File: src/rtl/common_pkg.sv
// rtl/common_pkg.sv - core-wide shared types
package common;

  typedef logic [31:0] word_t;

endpackage

File: src/rtl/pipes_pkg.sv
// rtl/pipes_pkg.sv - pipeline control state, per-stage control bundle and canned control patterns
package pipes;

  typedef enum logic [1:0] {
    RUN         = 2'd0,
    MD_WAIT     = 2'd1,
    FETCH_DRAIN = 2'd2
  } pipe_state_t;

  typedef struct packed {
    logic stall_f;
    logic stall_d;
    logic stall_e;
    logic stall_m;
    logic flush_d;
    logic flush_e;
    logic flush_m;
    logic flush_w;
  } stage_ctl_t;

  // Field order: stall_f stall_d stall_e stall_m flush_d flush_e flush_m flush_w
  localparam stage_ctl_t CTL_NONE     = 8'b0000_0000;
  localparam stage_ctl_t CTL_FREEZE   = 8'b1111_0001;
  localparam stage_ctl_t CTL_MD       = 8'b1110_0010;
  localparam stage_ctl_t CTL_DRAIN    = 8'b0000_1000;
  localparam stage_ctl_t CTL_REDIRECT = 8'b0000_1100;
  localparam stage_ctl_t CTL_LOAD_USE = 8'b1100_0100;
  localparam stage_ctl_t CTL_FETCH    = 8'b1000_1000;

  // md_cnt only ever holds MD_LAT-1 down to 0; keep at least one bit for MD_LAT==1.
  function automatic int md_cnt_width(input int md_lat);
    return (md_lat > 1) ? $clog2(md_lat) : 1;
  endfunction

endpackage

File: src/rtl/md_timer.sv
// rtl/md_timer.sv - mul/div occupancy down-counter and one-shot completion flag
module md_timer
  import pipes::*;
#(
  parameter int MD_LAT = 64
) (
  input  logic clk,
  input  logic resetn,
  input  logic freeze_i,
  input  logic start_i,
  input  logic run_i,
  output logic md_last,
  output logic md_done_q
);

  localparam int MC_W = md_cnt_width(MD_LAT);

  logic [MC_W-1:0] md_cnt_q, md_cnt_d;
  logic            md_done_d;

  assign md_last = (md_cnt_q == MC_W'(1));

  always_comb begin
    md_cnt_d  = md_cnt_q;
    md_done_d = 1'b0;
    if (freeze_i) begin
      // done must survive a data-bus freeze so E still sees the result when it moves
      md_done_d = md_done_q;
    end else if (start_i) begin
      if (MD_LAT > 1) md_cnt_d = MC_W'(MD_LAT - 1);
      else            md_done_d = 1'b1;
    end else if (run_i) begin
      md_cnt_d = md_cnt_q - MC_W'(1);
      if (md_last) md_done_d = 1'b1;
    end
  end

  always_ff @(posedge clk or negedge resetn) begin
    if (!resetn) begin
      md_cnt_q  <= '0;
      md_done_q <= 1'b0;
    end else begin
      md_cnt_q  <= md_cnt_d;
      md_done_q <= md_done_d;
    end
  end

endmodule

File: src/rtl/hazard_ctrl.sv
// rtl/hazard_ctrl.sv - five-stage pipeline stall/flush arbiter and fetch redirect
module hazard_ctrl
  import common::*;
  import pipes::*;
#(
  parameter int MD_LAT = 64,
  parameter int CNT_W  = 32
) (
  input  logic             clk,
  input  logic             resetn,
  input  logic             bubble_rs1,
  input  logic             bubble_rs2,
  input  logic             br_taken_e,
  input  word_t            br_target_e,
  input  logic             imem_busy,
  input  logic             dmem_busy_m,
  input  logic             md_start_e,
  output logic             stall_f,
  output logic             stall_d,
  output logic             stall_e,
  output logic             stall_m,
  output logic             flush_d,
  output logic             flush_e,
  output logic             flush_m,
  output logic             flush_w,
  output logic             redirect_valid,
  output word_t            redirect_pc,
  output logic             md_done,
  output logic [CNT_W-1:0] stall_cnt
);

  pipe_state_t      state_q, state_d;
  word_t            redir_pc_q, redir_pc_d;
  logic [CNT_W-1:0] stall_cnt_q, stall_cnt_d;
  stage_ctl_t       ctl;
  logic             md_start, md_run, md_last, md_done_q;

  md_timer #(.MD_LAT(MD_LAT)) u_md_timer (
    .clk       (clk),
    .resetn    (resetn),
    .freeze_i  (dmem_busy_m),
    .start_i   (md_start),
    .run_i     (md_run),
    .md_last   (md_last),
    .md_done_q (md_done_q)
  );

  always_comb begin
    state_d        = state_q;
    redir_pc_d     = redir_pc_q;
    ctl            = CTL_NONE;
    redirect_valid = 1'b0;
    redirect_pc    = '0;
    md_start       = 1'b0;
    md_run         = 1'b0;
    // Outputs are combinational, so gate them while reset is asserted.
    if (resetn) begin
      if (dmem_busy_m) begin
        ctl = CTL_FREEZE;
      end else if (state_q == MD_WAIT) begin
        ctl    = CTL_MD;
        md_run = 1'b1;
        if (md_last) state_d = RUN;
      end else if (state_q == FETCH_DRAIN) begin
        ctl            = CTL_DRAIN;
        redirect_valid = 1'b1;
        redirect_pc    = redir_pc_q;
        if (!imem_busy) state_d = RUN;
      end else if (br_taken_e) begin
        // Beats load-use: the dependent instruction in D is squashed anyway.
        ctl            = CTL_REDIRECT;
        redirect_valid = 1'b1;
        redirect_pc    = br_target_e;
        redir_pc_d     = br_target_e;
        if (imem_busy) state_d = FETCH_DRAIN;
      end else if (md_start_e && !md_done_q) begin
        ctl      = CTL_MD;
        md_start = 1'b1;
        if (MD_LAT > 1) state_d = MD_WAIT;
      end else if (bubble_rs1 || bubble_rs2) begin
        ctl = CTL_LOAD_USE;
      end else if (imem_busy) begin
        ctl = CTL_FETCH;
      end
    end
  end

  always_comb begin
    stall_cnt_d = stall_cnt_q;
    if (ctl.stall_f && (stall_cnt_q != '1)) stall_cnt_d = stall_cnt_q + CNT_W'(1);
  end

  always_ff @(posedge clk or negedge resetn) begin
    if (!resetn) begin
      state_q     <= RUN;
      redir_pc_q  <= '0;
      stall_cnt_q <= '0;
    end else begin
      state_q     <= state_d;
      redir_pc_q  <= redir_pc_d;
      stall_cnt_q <= stall_cnt_d;
    end
  end

  assign stall_f   = ctl.stall_f;
  assign stall_d   = ctl.stall_d;
  assign stall_e   = ctl.stall_e;
  assign stall_m   = ctl.stall_m;
  assign flush_d   = ctl.flush_d;
  assign flush_e   = ctl.flush_e;
  assign flush_m   = ctl.flush_m;
  assign flush_w   = ctl.flush_w;
  assign md_done   = md_done_q;
  assign stall_cnt = stall_cnt_q;

endmodule

File: config.mk
export PLATFORM = sky130hd
export DESIGN_NAME = hazard_ctrl
export DESIGN_NICKNAME = d
export VERILOG_FILES = /design/src/rtl/common_pkg.sv /design/src/rtl/pipes_pkg.sv /design/src/rtl/md_timer.sv /design/src/rtl/hazard_ctrl.sv
export SDC_FILE = /design/constraint.sdc
export NUM_CORES = 1
export LEC_CHECK = 0
export CAP_MARGIN = 20
export CORE_AREA = 2 2 91 93
export DETAILED_ROUTE_END_ITERATION = 6
export DIE_AREA = 0 0 93 95
export GPL_ROUTABILITY_DRIVEN = 0
export PLACE_DENSITY = 0.84
export SYNTH_ARGS = -nofsm -noshare
export SYNTH_HDL_FRONTEND = slang
export SYNTH_HIERARCHICAL = 1
export SYNTH_SLANG_ARGS = --single-unit
export TNS_END_PERCENT = 20
File: constraint.sdc
create_clock -name clk -period 3.8 [get_ports clk]
set_clock_uncertainty 0.05 [all_clocks]
set_input_delay 0.76 -clock clk [delete_from_list [all_inputs] [get_ports clk]]
set_output_delay 0.76 -clock clk [all_outputs]
set_load 0.05 [all_outputs]
Word-level counts from Yosys, hierarchy flattened
Index checks and enable logic that the tools add are counted.
{"block": "classes", "n_reduce_logical": 9, "bitwise": 3, "order_cmp": 0, "eq_ne": 7, "n_mux": 39, "div": 0, "add_sub_neg": 2, "n_shift": 0, "mul": 0}
{"operator": "2-to-1 mux 32 bit", "count": 5}
{"operator": "2-to-1 mux 8 bit", "count": 8}
{"operator": "adder 32 x 1 -> 32 bit (second input constant)", "count": 1}
{"operator": "!= test 32 bit (second input constant)", "count": 1}
{"operator": "2-to-1 mux 1 bit", "count": 17}
{"operator": "2-to-1 mux 2 bit", "count": 7}
{"operator": "2-to-1 mux 6 bit", "count": 2}
{"operator": "== test 6 x 1 -> 1 bit (second input constant)", "count": 1}
{"operator": "AND reduction 6 bit", "count": 1}
{"operator": "subtractor 6 x 1 -> 6 bit (second input constant)", "count": 1}
{"operator": "AND reduction 5 bit", "count": 1}
{"operator": "!= test 4 x 1 -> 1 bit (second input constant)", "count": 1}
{"operator": "nonzero test 4 bit", "count": 1}
{"operator": "!= test 3 bit (second input constant)", "count": 1}
{"operator": "NOT 1 bit", "count": 3}
{"operator": "== test 2 x 1 -> 1 bit (second input constant)", "count": 1}
{"operator": "== test 2 bit (second input constant)", "count": 1}
{"operator": "logical AND 1 bit", "count": 2}
{"operator": "!= test 2 bit (second input constant)", "count": 1}
{"operator": "AND reduction 2 bit", "count": 1}
{"operator": "nonzero test 2 bit", "count": 1}
{"operator": "zero test 1 bit", "count": 1}
{"operator": "logical OR 1 bit", "count": 1}
{"block": "totals", "in_bits": 40, "latchBits": 0, "wordCells": 65, "romBits": 0, "n_memories": 0, "ff_bits": 73, "ram_bits": 0}

Logic depth before layout (Yosys ltp)
{"block": "logic_depth", "word_depth": 10, "mapped_depth": 10}

By module
The synthesis kept the hierarchy.
{"module": "hazard_ctrl", "cells_each": 348, "n_inst": 1, "area_per_inst_um2": 3559.7}
{"module": "md_timer", "cells_each": 39, "n_inst": 1, "area_per_inst_um2": 390.4}

Least setup slack after synthesis
OpenSTA, ideal clock, no wires.
{"block": "synth_path", "path_type": "input-to-output", "start": "in br_taken_e", "end": "out stall_e", "slack_ps": 735, "path_buffers": 0, "path_stages": 3, "required_time_ps": 2990, "arrival_time_ps": 2255, "cell_sequence": "nor2_1 -> nand2_1 -> a21boi_0"}
{"block": "synth_between", "elab_chain_cells": 5}
{"element": "from (decl)", "line": "hazard_ctrl.sv:13", "source": "input logic br_taken_e,"}
{"element": "2-to-1 mux 8 bit", "line": "hazard_ctrl.sv:69", "source": "end else if (br_taken_e) begin"}
{"element": "2-to-1 mux 8 bit", "line": "hazard_ctrl.sv:64", "source": "end else if (state_q == FETCH_DRAIN) begin"}
{"element": "2-to-1 mux 8 bit", "line": "hazard_ctrl.sv:60", "source": "end else if (state_q == MD_WAIT) begin"}
{"element": "2-to-1 mux 8 bit", "line": "hazard_ctrl.sv:58", "source": "if (dmem_busy_m) begin"}
{"element": "2-to-1 mux 8 bit", "line": "hazard_ctrl.sv:57", "source": "if (resetn) begin"}
{"element": "to (decl)", "line": "hazard_ctrl.sv:20", "source": "output logic stall_e,"}
No other way between the ends.

Final worst setup path
{"block": "layout_path", "start": "in br_taken_e", "end": "out redirect_pc[10]"}
{"block": "layout_between", "elab_chain_cells": 5}
{"element": "2-to-1 mux 32 bit", "line": "hazard_ctrl.sv:69"}
{"element": "2-to-1 mux 32 bit", "line": "hazard_ctrl.sv:64"}
{"element": "2-to-1 mux 32 bit", "line": "hazard_ctrl.sv:60"}
{"element": "2-to-1 mux 32 bit", "line": "hazard_ctrl.sv:58"}
{"element": "2-to-1 mux 32 bit", "line": "hazard_ctrl.sv:57"}
{"element": "to (decl)", "line": "hazard_ctrl.sv:27", "source": "output word_t redirect_pc,"}
No other way between the ends.

==> out/metrics.yaml <==
clocking:
  cts_buffers: 9
  cts.hold.buffers_added: 0
  cts_resized: 0
  cts_tree: "built"
  clock_latency_ns: 0.34
  ctsLongestPathBuffers: 2
  clk_pin_slew_worst_paths_ns: 0.07
  clock-sinks: 73
  root_buffer: "clkbuf_8"
  cts_setup_buffers: 0
  h-tree-depth: 3
synth:
  synth_area_um2: 3950
  synth_cells: 387
  synth_ff_type: "dfrtp_1"
  ys_types: 50
  syn_avg_cell_area_um2: 10.21
  ys_seq_elements: 73
  synth_warnings: 6
  synth_edf_count: 0
  synth_top_area_share: 0.4625
  synth.area.top_cells: "dfrtp_1, mux2_2, a22oi_1, nor2_1, xor2_1"
  syn_nets: 432
  yosys.area.top_type: "dfrtp_1"
  yosysSeqAreaShare: 0.4625
  async_flop_share: 1.000
status:
  status: "complete, no violations"
die:
  fp.dieW_um: 93
  rows: 33
  core_um2: 7928
  initial_core_util: 0.4983
  die_area_um2: 8835
  die_h_um: 95
  boundaryPins: 114
place:
  dpl_cell_area_um2: 5498
  port_buffers: 113
  pre_cts_ws_ns: 0.4009
  dpl.hpwl_um: 7494
worst_setup_path:
  cp_slowest_cell: "clkdlybuf4s50_1"
  cp-end-kind: "primary output"
  worst-path-max-fanout: 24
  cp.required_ns: 2.99
  worstSetupPathType: "in -> out"
  cp_cell_sequence: "clkdlybuf4s50_1, nor2b_2, buf_4, a22oi_1, nor2_1, buf_12"
  crit_arrival_ns: 2.61
  worstSetupStartpointType: "primary input"
  slowest_delay_ns: 0.59
flow_run:
  maxCapViolCount: 0
routing:
  first_pass_iters: 4
  num_vias: 3477
  drc: 0
  vias_per_cell: 5.738
  ant_nets: 0
  initialDrtViolationCount: 210
  routed_wl_um: 10230
  avgRoutedWirePerCell_um: 16.87
timing:
  hold_viol: 0
  timing.hold.ws_ns: 0.1813
  fmax_mhz: 292.4
  rsz0062_at_grt: "no"
  max_slew_margin: 0.5162
  fin_crit_sh: 0.9001
  finalSetupViolations: 0
  min_period_ns: 3.421
  worst_slack_ns: 0.3795
  worst_slew_pin_slew_ns: 0.7203
  slew_violations: 0
  finalSetupTns_ns: 0
grt:
  antenna_found_initial: 0
  grt_pass1_vias: 3407
  grt_overflow: 0
  grt_use_total: 0.2334
  grt_pass1_wl_um: 16460
  grt_max_degree: 38
layout:
  drive_gt1_frac: 0.2156
  syn2layout_area_growth_pct: 44.16
  post-route-cell-area_um2: 5694
  nFillCells: 575
  fin_util: 0.7183
  nets: 541
  insertedDiodeCount: 0
power_and_ir_drop:
  p_leak_nw: 2.465
  power_per_cell_area_nw_per_um2: 544.6
  max-vdd-ir-drop_mv: 0.4492
min_path:
  hold_path.class: "in -> async"
-- per-layer routing --
| layer | vias up | wire length, µm | GRT usage |
|---|---|---|---|
| met1 | 1714 | 4400 | 0.3080 |
| met4 | 0 | 115 | 0.06495 |
| li1 | 1617 | - | - |
| met5 | - | 0 | 0 |
| met3 | 12 | 725 | 0.05986 |
| met2 | 134 | 4985 | 0.3841 |
-- worst max-delay path, delay by kind of cell --
family / cells / cell delay (ns)
buf+inv: 3 / 1.11
compound gates: 1 / 0.12
simple gates: 2 / 0.61
-- sequential cells by signal, indices dropped and copies added (netlist names) --
signal,count
redir_pc_q,32
stall_cnt,32
state_q,2
u_md_timer/md_cnt_q,6
u_md_timer/md_done_q,1
-- path summary, 6_finish.rpt --
kind                       cells past startpoint         endpoint  slack (ns)           from
max                                            6  redirect_pc[10]        0.38     br_taken_e
max in group asynchronous                      2    stall_cnt[16]        2.86         resetn
min in group clk                               1    stall_cnt[19]        0.45  stall_cnt[19]
min                                            1       state_q[0]        0.18         resetn
min reg2reg                                    1    stall_cnt[19]        0.45  stall_cnt[19]
max reg2reg                                    5     stall_cnt[1]        1.23   stall_cnt[3]
-- placed cells by master, fill, tap and decap left out, types with 2 or more instances in the layout --
master            n
clkbuf_8         10
nor4_1            8
nand4_1          12
nand3_1          11
and3_1            7
xnor2_1           6
xor2_1           22
nor3_2            6
a31oi_1           2
nand2_1          20
nor2_1           53
nor3_1           12
a22oi_1          32
a21oi_1           8
and2_1            5
nor4b_1           3
inv_1             7
dfrtp_1          73
clkdlybuf4s50_1  73
ha_1              5
buf_12           35
mux2_2           33
clkinvlp_4        2
nor2b_1           4
nor3b_1           4
o21ai_0           3
clkinv_2          2
and4_1            5
a21boi_0          2
buf_4            12
-- where the power goes --
group / total [W] / leakage (nW) / switching, W / internal [W]
Sequential: 0.00118 / 0.913 / 0.000167 / 0.00102
Combinational: 0.00131 / 1.46 / 0.000728 / 0.000585
Clock: 0.000604 / 0.0953 / 0.000285 / 0.000319
-- cells by family after synthesis --
| kind of cell | synth area share |
|---|---|
| mux | 0.09946 |
| fa+ha+maj | 0.01584 |
| simple gates | 0.2268 |
| buf+inv | 0.03389 |
| flops | 0.4625 |
| xor+xnor | 0.06208 |
| compound gates | 0.09946 |
-- synth_stat cells, types with 6 or more instances --
master and count:
a21oi_1 8, a22oi_1 32, and3_1 7, clkbuf_1 12, dfrtp_1 73, inv_1 7
mux2_2 33, nand2_1 20, nand3_1 11, nand4_1 12, nor2_1 53, nor3_1 12
nor3_2 6, nor4_1 8, xnor2_1 6, xor2_1 22
-- stage by stage --
step,std cells,power [W]
final,606,0.003101
after global routing,606,0.003272
after CTS,606,0.003117
after detailed placement,590,0.002508
after global placement,590,0.002440
after floorplan,387,0.002015
-- layout make-up --
type,instances,area (µm²),area share
inverter,7,26.28,0.004614
clock buffer,11,141.4,0.02483
sequential,73,1827,0.3208
timing repair buffer,120,1521,0.2672
clock inverter,5,55.05,0.009668
tap,105,131.4,0.02307
multi-input combinational,285,1992,0.3498
Power figures use the tool's default switching activity.
